==> src/rtl/mem_port_arbiter.sv <==
// Shares the single main-memory block port between the I-cache and D-cache.
// Tie-break policy: define ARB_ROUND_ROBIN_EN for round robin, otherwise D has fixed priority.
module mem_port_arbiter #(
  parameter int ADDR_WIDTH  = 28,
  parameter int BLOCK_WIDTH = 128
) (
  input  logic                   CLK,
  input  logic                   RESET,
  input  logic                   I_READ,
  input  logic [ADDR_WIDTH-1:0]  I_ADDRESS,
  output logic [BLOCK_WIDTH-1:0] I_READDATA,
  output logic                   I_BUSYWAIT,
  input  logic                   D_READ,
  input  logic                   D_WRITE,
  input  logic [ADDR_WIDTH-1:0]  D_ADDRESS,
  input  logic [BLOCK_WIDTH-1:0] D_WRITEDATA,
  output logic [BLOCK_WIDTH-1:0] D_READDATA,
  output logic                   D_BUSYWAIT,
  output logic                   MEM_READ,
  output logic                   MEM_WRITE,
  output logic [ADDR_WIDTH-1:0]  MEM_ADDRESS,
  output logic [BLOCK_WIDTH-1:0] MEM_WRITEDATA,
  input  logic [BLOCK_WIDTH-1:0] MEM_READDATA,
  input  logic                   MEM_BUSYWAIT
);

  typedef enum logic [2:0] {IDLE, GRANT_I, GRANT_D, DONE_I, DONE_D} state_t;

  localparam logic LAST_I = 1'b0;
  localparam logic LAST_D = 1'b1;

  state_t                 state_q;
  logic                   last_grant_q;
  logic                   mem_read_q;
  logic                   mem_write_q;
  logic [ADDR_WIDTH-1:0]  mem_addr_q;
  logic [BLOCK_WIDTH-1:0] mem_wdata_q;
  logic [BLOCK_WIDTH-1:0] i_rdata_q;
  logic [BLOCK_WIDTH-1:0] d_rdata_q;

  logic i_req;
  logic d_req;
  logic d_wins_tie;

  assign i_req = I_READ;
  assign d_req = D_READ | D_WRITE;

`ifdef ARB_ROUND_ROBIN_EN
  assign d_wins_tie = (last_grant_q == LAST_I);
`else
  // Last-grant history is still tracked but can never change the outcome here.
  assign d_wins_tie = last_grant_q | 1'b1;
`endif

  // NOTE: sequential state uses non-blocking assignments so every register
  // samples pre-edge values regardless of statement order.
  always_ff @(posedge CLK or posedge RESET) begin
    if (RESET) begin
      state_q      <= IDLE;
      last_grant_q <= LAST_I;
      mem_read_q   <= 1'b0;
      mem_write_q  <= 1'b0;
      mem_addr_q   <= '0;
      mem_wdata_q  <= '0;
      i_rdata_q    <= '0;
      d_rdata_q    <= '0;
    end else begin
      case (state_q)
        IDLE: begin
          if (d_req && (!i_req || d_wins_tie)) begin
            // A simultaneous read and write-back resolves to the write-back.
            state_q     <= GRANT_D;
            mem_read_q  <= ~D_WRITE;
            mem_write_q <= D_WRITE;
            mem_addr_q  <= D_ADDRESS;
            mem_wdata_q <= D_WRITE ? D_WRITEDATA : '0;
          end else if (i_req) begin
            state_q     <= GRANT_I;
            mem_read_q  <= 1'b1;
            mem_write_q <= 1'b0;
            mem_addr_q  <= I_ADDRESS;
            mem_wdata_q <= '0;
          end
        end
        GRANT_I: begin
          if (!MEM_BUSYWAIT) begin
            state_q      <= DONE_I;
            i_rdata_q    <= MEM_READDATA;
            last_grant_q <= LAST_I;
            mem_read_q   <= 1'b0;
            mem_write_q  <= 1'b0;
            mem_addr_q   <= '0;
            mem_wdata_q  <= '0;
          end
        end
        GRANT_D: begin
          if (!MEM_BUSYWAIT) begin
            state_q      <= DONE_D;
            d_rdata_q    <= MEM_READDATA;
            last_grant_q <= LAST_D;
            mem_read_q   <= 1'b0;
            mem_write_q  <= 1'b0;
            mem_addr_q   <= '0;
            mem_wdata_q  <= '0;
          end
        end
        DONE_I, DONE_D: state_q <= IDLE;
        default:        state_q <= IDLE;
      endcase
    end
  end

  // NOTE: defaults first so no path through the case leaves an output
  // unassigned, which would otherwise infer a latch.
  always_comb begin
    I_BUSYWAIT = i_req;
    D_BUSYWAIT = d_req;
    case (state_q)
      GRANT_I: I_BUSYWAIT = 1'b1;
      GRANT_D: D_BUSYWAIT = 1'b1;
      DONE_I:  I_BUSYWAIT = 1'b0;
      DONE_D:  D_BUSYWAIT = 1'b0;
      default: ;
    endcase
  end

  assign MEM_READ      = mem_read_q;
  assign MEM_WRITE     = mem_write_q;
  assign MEM_ADDRESS   = mem_addr_q;
  assign MEM_WRITEDATA = mem_wdata_q;
  assign I_READDATA    = i_rdata_q;
  assign D_READDATA    = d_rdata_q;

endmodule

==> config.mk <==
export PLATFORM = sky130hd
export DESIGN_NAME = mem_port_arbiter
export DESIGN_NICKNAME = d
export VERILOG_FILES = /design/src/rtl/mem_port_arbiter.sv
export SDC_FILE = /design/constraint.sdc
export NUM_CORES = 1
export LEC_CHECK = 0
export BUFFER_PORTS_ARGS = -buffer_cell sky130_fd_sc_hd__buf_4
export CORE_AREA = 2 2 282 284
export DETAILED_ROUTE_END_ITERATION = 7
export DIE_AREA = 0 0 284 286
export HOLD_SLACK_MARGIN = 0.15
export MAX_ROUTING_LAYER = met4
export SLEW_MARGIN = 20
export SYNTH_ARGS = -nofsm -noshare
export SYNTH_HDL_FRONTEND = slang
export SYNTH_SLANG_ARGS = --single-unit
export TNS_END_PERCENT = 10
==> constraint.sdc <==
create_clock -name CLK -period 13.28 [get_ports CLK]
set_clock_uncertainty 0.1 [all_clocks]
set_input_delay 2.656 -clock CLK [delete_from_list [all_inputs] [get_ports CLK]]
set_output_delay 2.656 -clock CLK [all_outputs]
set_load 0.05 [all_outputs]
==> metrics, run 1 <==
Final TNS setup=0 ps; Hold Path Origin=D_READDATA[3]$_DFFE_PP0P_; die area=81,200 µm²; root buffer cell=clkbuf_16; RSZ-0062 raised after global routing=no; FP Rows=103; Layout area overhead=45.3%; clock sinks=417; Total Wirelength=55.9 mm; I/O Pins=734; final setup vio count=0; Initial Util=22.7%; crit path launch=D_WRITE; CTS tree=built; vias per inst=4.25; Final Cycle Share=50.4%; CP peak stage delay=530 ps; post-synthesis sequential element count=417; Resize count post-CTS=0; RePlAce Congestion=0.903; Die Height=286 µm; initial antenna violation count=4; sequential share of the synthesized area=58.6%; Worst Hold Path EP=D_READDATA[3]$_DFFE_PP0P_; CP Launch Type=primary input; CP delay by family, top=buffers and inverters; reg2reg start=state_q[2]$_DFFE_PP0P_; CP max FO=96; Finished Cell Area=25,800 µm²; Reg clk slew, reported paths=60 ps; CP required=10,520 ps; Iter 0 DRT Violations=514; relative max-transition margin=26.1%; Tmin final=6700 ps; Post-DRT Antenna Nets=0; R2R setup slack=9940 ps; TritonCTS Buffers=47; H-tree levels=2; WP buf/inv=2; WS Path Type=in2out; Total GRT Usage=13.6%; DRC violations left=0; Fin. Hold Viols=0; critical path capture point type=primary output; fin. max-slew vios=0; Area after DPL=24,200 µm²; clk_lat worst skew=560 ps; status=finished clean; Longest Clk Path Bufs=3; Worst EP arrival=3940 ps; first-pass GRT wire length=85.3 mm; Die X=284 µm; Critical Path, Cell by Cell=buf_6 > nor2_1 > a21oi_1 > o21a_1 > buf_4; global route total overflow=0; synth unique cells=25; syn avg cell area=13.3 µm²; Hold Buf Count CTS=0; port bufs=733; HP Class=reg2reg; Post-Syn Area=17,800 µm²; largest net degree at the start of global routing=145; DP HPWL=39.4 mm; Worst Hold Depth=1; MaxCap Viol Count=0; Avg WL per Cell=18.0 µm; Syn Nets=1,652; Yosys warning count=0; vias in the first global route=14,400; layout cells sized above 1=52.4%; worst flop-to-flop path endpoint=D_READDATA[33]$_DFFE_PP0P_; R2R depth=5; vias=13,200; critical path's slowest cell=buf_6; synthesized instance count=1,334; Max Freq=0.149 GHz; core area=78,400 µm²; layout net count=2,339; Tightest Pin Transition=1110 ps; Post-CTS Setup Inserts=0; DRT Pass-1 Iters=4
[kinds of logic (layout without fill, tap and decap cells)]
group                    count (synthesis)  count (layout)  share of synthesized area, %
other                                    0               3                             0
multiplexers                           413             413                          25.0
AND/OR/NAND/NOR                         37              37                          1.46
flip-flops                             417             417                          58.6
AO/OA/AOI/OAI                          195             195                          7.97
buffers and inverters                  270             991                          6.78
XOR/XNOR                                 1               1                        0.0492
adder cells (fa/ha/maj)                  1               1                        0.0633
[how the worst max path moves through the flow]
stage,endpoint,slack [ps],cells after the start
floorplan,D_READDATA[0]$_DFFE_PP0P_,4900,1
finish,D_BUSYWAIT,6580,5
detailed placement,D_BUSYWAIT,6600,5
global placement,D_BUSYWAIT,6590,5
global route,D_BUSYWAIT,6500,5
CTS,D_BUSYWAIT,6600,5
[layer usage]
metal	global-route usage, %	routed length, µm
met5	-	0
met4	5.34	1840
met3	4.40	4700
met2	22.5	28100
met1	15.1	21300
[cell usage after synthesis, drive strengths merged]
cell type / count / area share [%]
nor2b: 1 / 0.035
o211ai: 128 / 5.4
o21ai: 5 / 0.14
a21oi: 2 / 0.056
o22ai: 28 / 0.98
a2111oi: 1 / 0.049
maj3: 1 / 0.063
nor3b: 29 / 1.2
a211oi: 1 / 0.070
nor4: 3 / 0.11
nor3: 2 / 0.056
nor2: 2 / 0.042
dfrtp: 417 / 59
inv: 160 / 3.4
o31ai: 1 / 0.042
mux2: 256 / 16
mux2i: 157 / 8.8
o21a: 29 / 1.2
xnor2: 1 / 0.049
buf: 58 / 2.3
clkbuf: 52 / 1.1
[sequential cells by signal, indices dropped and copies added, names as in the netlist]
signal,count
D_READDATA,128
I_READDATA,128
MEM_WRITEDATA,128
MEM_ADDRESS,28
state_q,3
MEM_READ,1
MEM_WRITE,1
[cells in the final DEF (no fill, tap or decap), types with 9 or more instances in the layout]
master | netlist | routed
clkbuf_16 | 0 | 48
mux2i_1 | 157 | 157
o22ai_1 | 28 | 28
o21a_1 | 29 | 29
o211ai_1 | 128 | 128
inv_1 | 160 | 159
clkbuf_8 | 0 | 11
mux2_2 | 247 | 247
nor3b_1 | 29 | 28
mux2_1 | 9 | 9
buf_4 | 25 | 743
dfrtp_1 | 417 | 416
[cell type report]
cell class              count  area [µm²]
diodes                      3        7.51
clock buffers              67        1380
clock inverters            16         250
fillers                  7830       52500
inverters                 160         604
multi-input cells         647        6180
flip-flops and latches    417       10400
well taps                1050        1310
repair buffers            748        5670
[metrics by stage]
stage	cells	setup WS, ps	util, %	hold WS, ps
CTS	3105	6600	33.0	391
finish	3108	6580	33.0	388
global route	3108	6500	33.0	411
detailed placement	3022	6600	30.9	378
global placement	3022	6590	30.9	373
floorplan	1334	4900	-	481
Power of run 1 is left out: the tool's default activity adds up to more than one toggle a clock period on the data nets, which glitch-free logic cannot reach.
==> run 2: changes to the inputs <==
--- a/config.mk
+++ b/config.mk
@@ -6,9 +6,9 @@
 export NUM_CORES = 1
 export LEC_CHECK = 0
 export BUFFER_PORTS_ARGS = -buffer_cell sky130_fd_sc_hd__buf_4
-export CORE_AREA = 2 2 282 284
+export CORE_AREA = 2 2 283 285
 export DETAILED_ROUTE_END_ITERATION = 7
-export DIE_AREA = 0 0 284 286
+export DIE_AREA = 0 0 285 287
 export HOLD_SLACK_MARGIN = 0.15
 export MAX_ROUTING_LAYER = met4
 export SLEW_MARGIN = 20
==> constraint.sdc (replaced) <==
create_clock -name CLK -period 6.5 [get_ports CLK]
set_clock_uncertainty 0.1 [all_clocks]
set_input_delay 1.3 -clock CLK [delete_from_list [all_inputs] [get_ports CLK]]
set_output_delay 1.3 -clock CLK [all_outputs]
set_load 0.05 [all_outputs]
==> run 2 against run 1 <==
Effect of this change: critical path depth unchanged; die area up 0.70%; design area about the same; clock-buffer cell count up 10; non-clock buffer count up 5.
==> metrics, run 2 (synthesis results as in run 1) <==
global route total overflow=0 (unchanged); Die Height=287 µm (+0.35%); CP peak stage delay=600 ps (+70 ps); Hold Buf Count CTS=0 (unchanged); vias=13,300 (+0.67%); Resize count post-CTS=0 (unchanged); Tightest Pin Transition=1120 ps (+10.3 ps); Total GRT Usage=14.1% (+0.50 points); RSZ-0062 raised after global routing=no; Critical Path, Cell by Cell=buf_6 > nor2_1 > a21oi_1 > o21a_1 > buf_4; Iter 0 DRT Violations=547 (+6.4%); core area=78,600 µm² (+0.33%); Placed Instances=3,027 (+0.17%); WS Path Type=in2out; Final Cycle Share=62.8%; Avg WL per Cell=18.9 µm (+4.9%); most common cell after layout, fill and taps aside=buf_4; Worst EP arrival=2680 ps (-1260 ps); root buffer cell=clkbuf_16; worst hold slack=388 ps (+0.712 ps); Post-CTS Setup Inserts=0 (unchanged); RePlAce Congestion=0.948 (+5.0%); fin cells=3,112 (+0.13%); status=finished clean; DRC violations left=0 (unchanged); Initial Util=22.6% (-0.074 points); DRT Pass-1 Iters=4 (unchanged); die area=81,800 µm² (+0.70%); Fin. Hold Viols=0 (unchanged); I/O Pins=734 (unchanged); port bufs=733 (unchanged); CTS tree=built; critical path capture point type=primary output; FP Rows=103 (unchanged); CP Launch Type=primary input; fin. max-slew vios=0 (unchanged); MaxCap Viol Count=0 (unchanged); largest net degree at the start of global routing=158 (+9.0%); most frequent cells in the layout=747 x buf_4, 416 x dfrtp_1, 247 x mux2_2; H-tree levels=2 (unchanged); Longest Clk Path Bufs=3 (unchanged); DP HPWL=42.1 mm (+6.7%); CP max FO=110 (+15%); Antenna diodes=0 (-3); Post-DRT Antenna Nets=0 (unchanged); Total Wirelength=58.7 mm (+5.1%); final setup vio count=0 (unchanged); Die X=285 µm (+0.35%); initial antenna violation count=0 (-4); Reg clk slew, reported paths=60 ps (about the same); Area after DPL=24,300 µm² (+0.21%); TritonCTS Buffers=48 (+2.1%); clock sinks=417 (unchanged); critical path's slowest cell=buf_6; Max Freq=0.245 GHz; vias per inst=4.27 (+0.54%); Finished Cell Area=25,800 µm² (about the same); first-pass GRT wire length=87.5 mm (+2.7%); relative max-transition margin=25.4% (-0.69 points); layout net count=2,345 (+0.26%); Layout area overhead=45.2% (about the same); layout cells sized above 1=52.3% (-0.081 points); HP Class=reg2reg; clk_lat worst skew=580 ps (+20 ps); Fillers=7,950 (+1.5%); vias in the first global route=14,400 (-0.12%); Tmin final=4080 ps; CP required=5100 ps (-5420 ps)
-- run 2: routing by layer --
layer  routed length [µm]  vias to the layer above  track usage (%)  share of wire, %
met1                22900                     6620             15.8                39
met2                29900                      540             24.3                51
met5                    0                        -                -                 0
li1                     -                     6045                -                 -
met3                 4110                       96             3.66               7.0
met4                 1790                        0             4.70               3.0
-- run 2: final cells by class --
class                      count  area, µm²  area share (%)
clock buffer                  77       1480            5.73
multi-input combinational    647       6180            23.9
sequential                   417      10400            40.4
clock inverter                 8        104           0.402
tap                         1050       1310            5.08
timing repair buffer         753       5720            22.1
inverter                     160        604            2.34
-- run 2: critical path: cells and delay by family --
kind | cells | cell delay, ps
buffers and inverters | 2 | 800
AOI/OAI and AO/OA | 2 | 350
and+or+nand+nor | 1 | 170
-- run 2: path summary, 6_finish.rpt --
check                      slack [ps]  cells after the start                 startpoint                              to
setup / recovery                 2420                      5                    D_WRITE                      D_BUSYWAIT
max in group asynchronous        4140                      3                      RESET  MEM_WRITEDATA[100]$_DFFE_PP0P_
hold reg to reg                   390                      1  D_READDATA[5]$_DFFE_PP0P_       D_READDATA[5]$_DFFE_PP0P_
setup reg to reg                 3390                      3     state_q[2]$_DFFE_PP0P_      D_READDATA[58]$_DFFE_PP0P_
hold / removal                    390                      1  D_READDATA[5]$_DFFE_PP0P_       D_READDATA[5]$_DFFE_PP0P_
min in group asynchronous         720                      2                      RESET      D_READDATA[97]$_DFFE_PP0P_
-- run 2: per-stage QoR --
stage	util, %	setup slack [ps]	TNS, ps
6_report	32.9	2420	0
5_1_grt	32.9	2340	0
4_1_cts	32.9	2420	0
3_5_place_dp	30.9	2360	0
3_3_place_gp	30.9	2370	0
2_1_floorplan	-	-524	-218320
Power of run 2 is left out for the same reason.
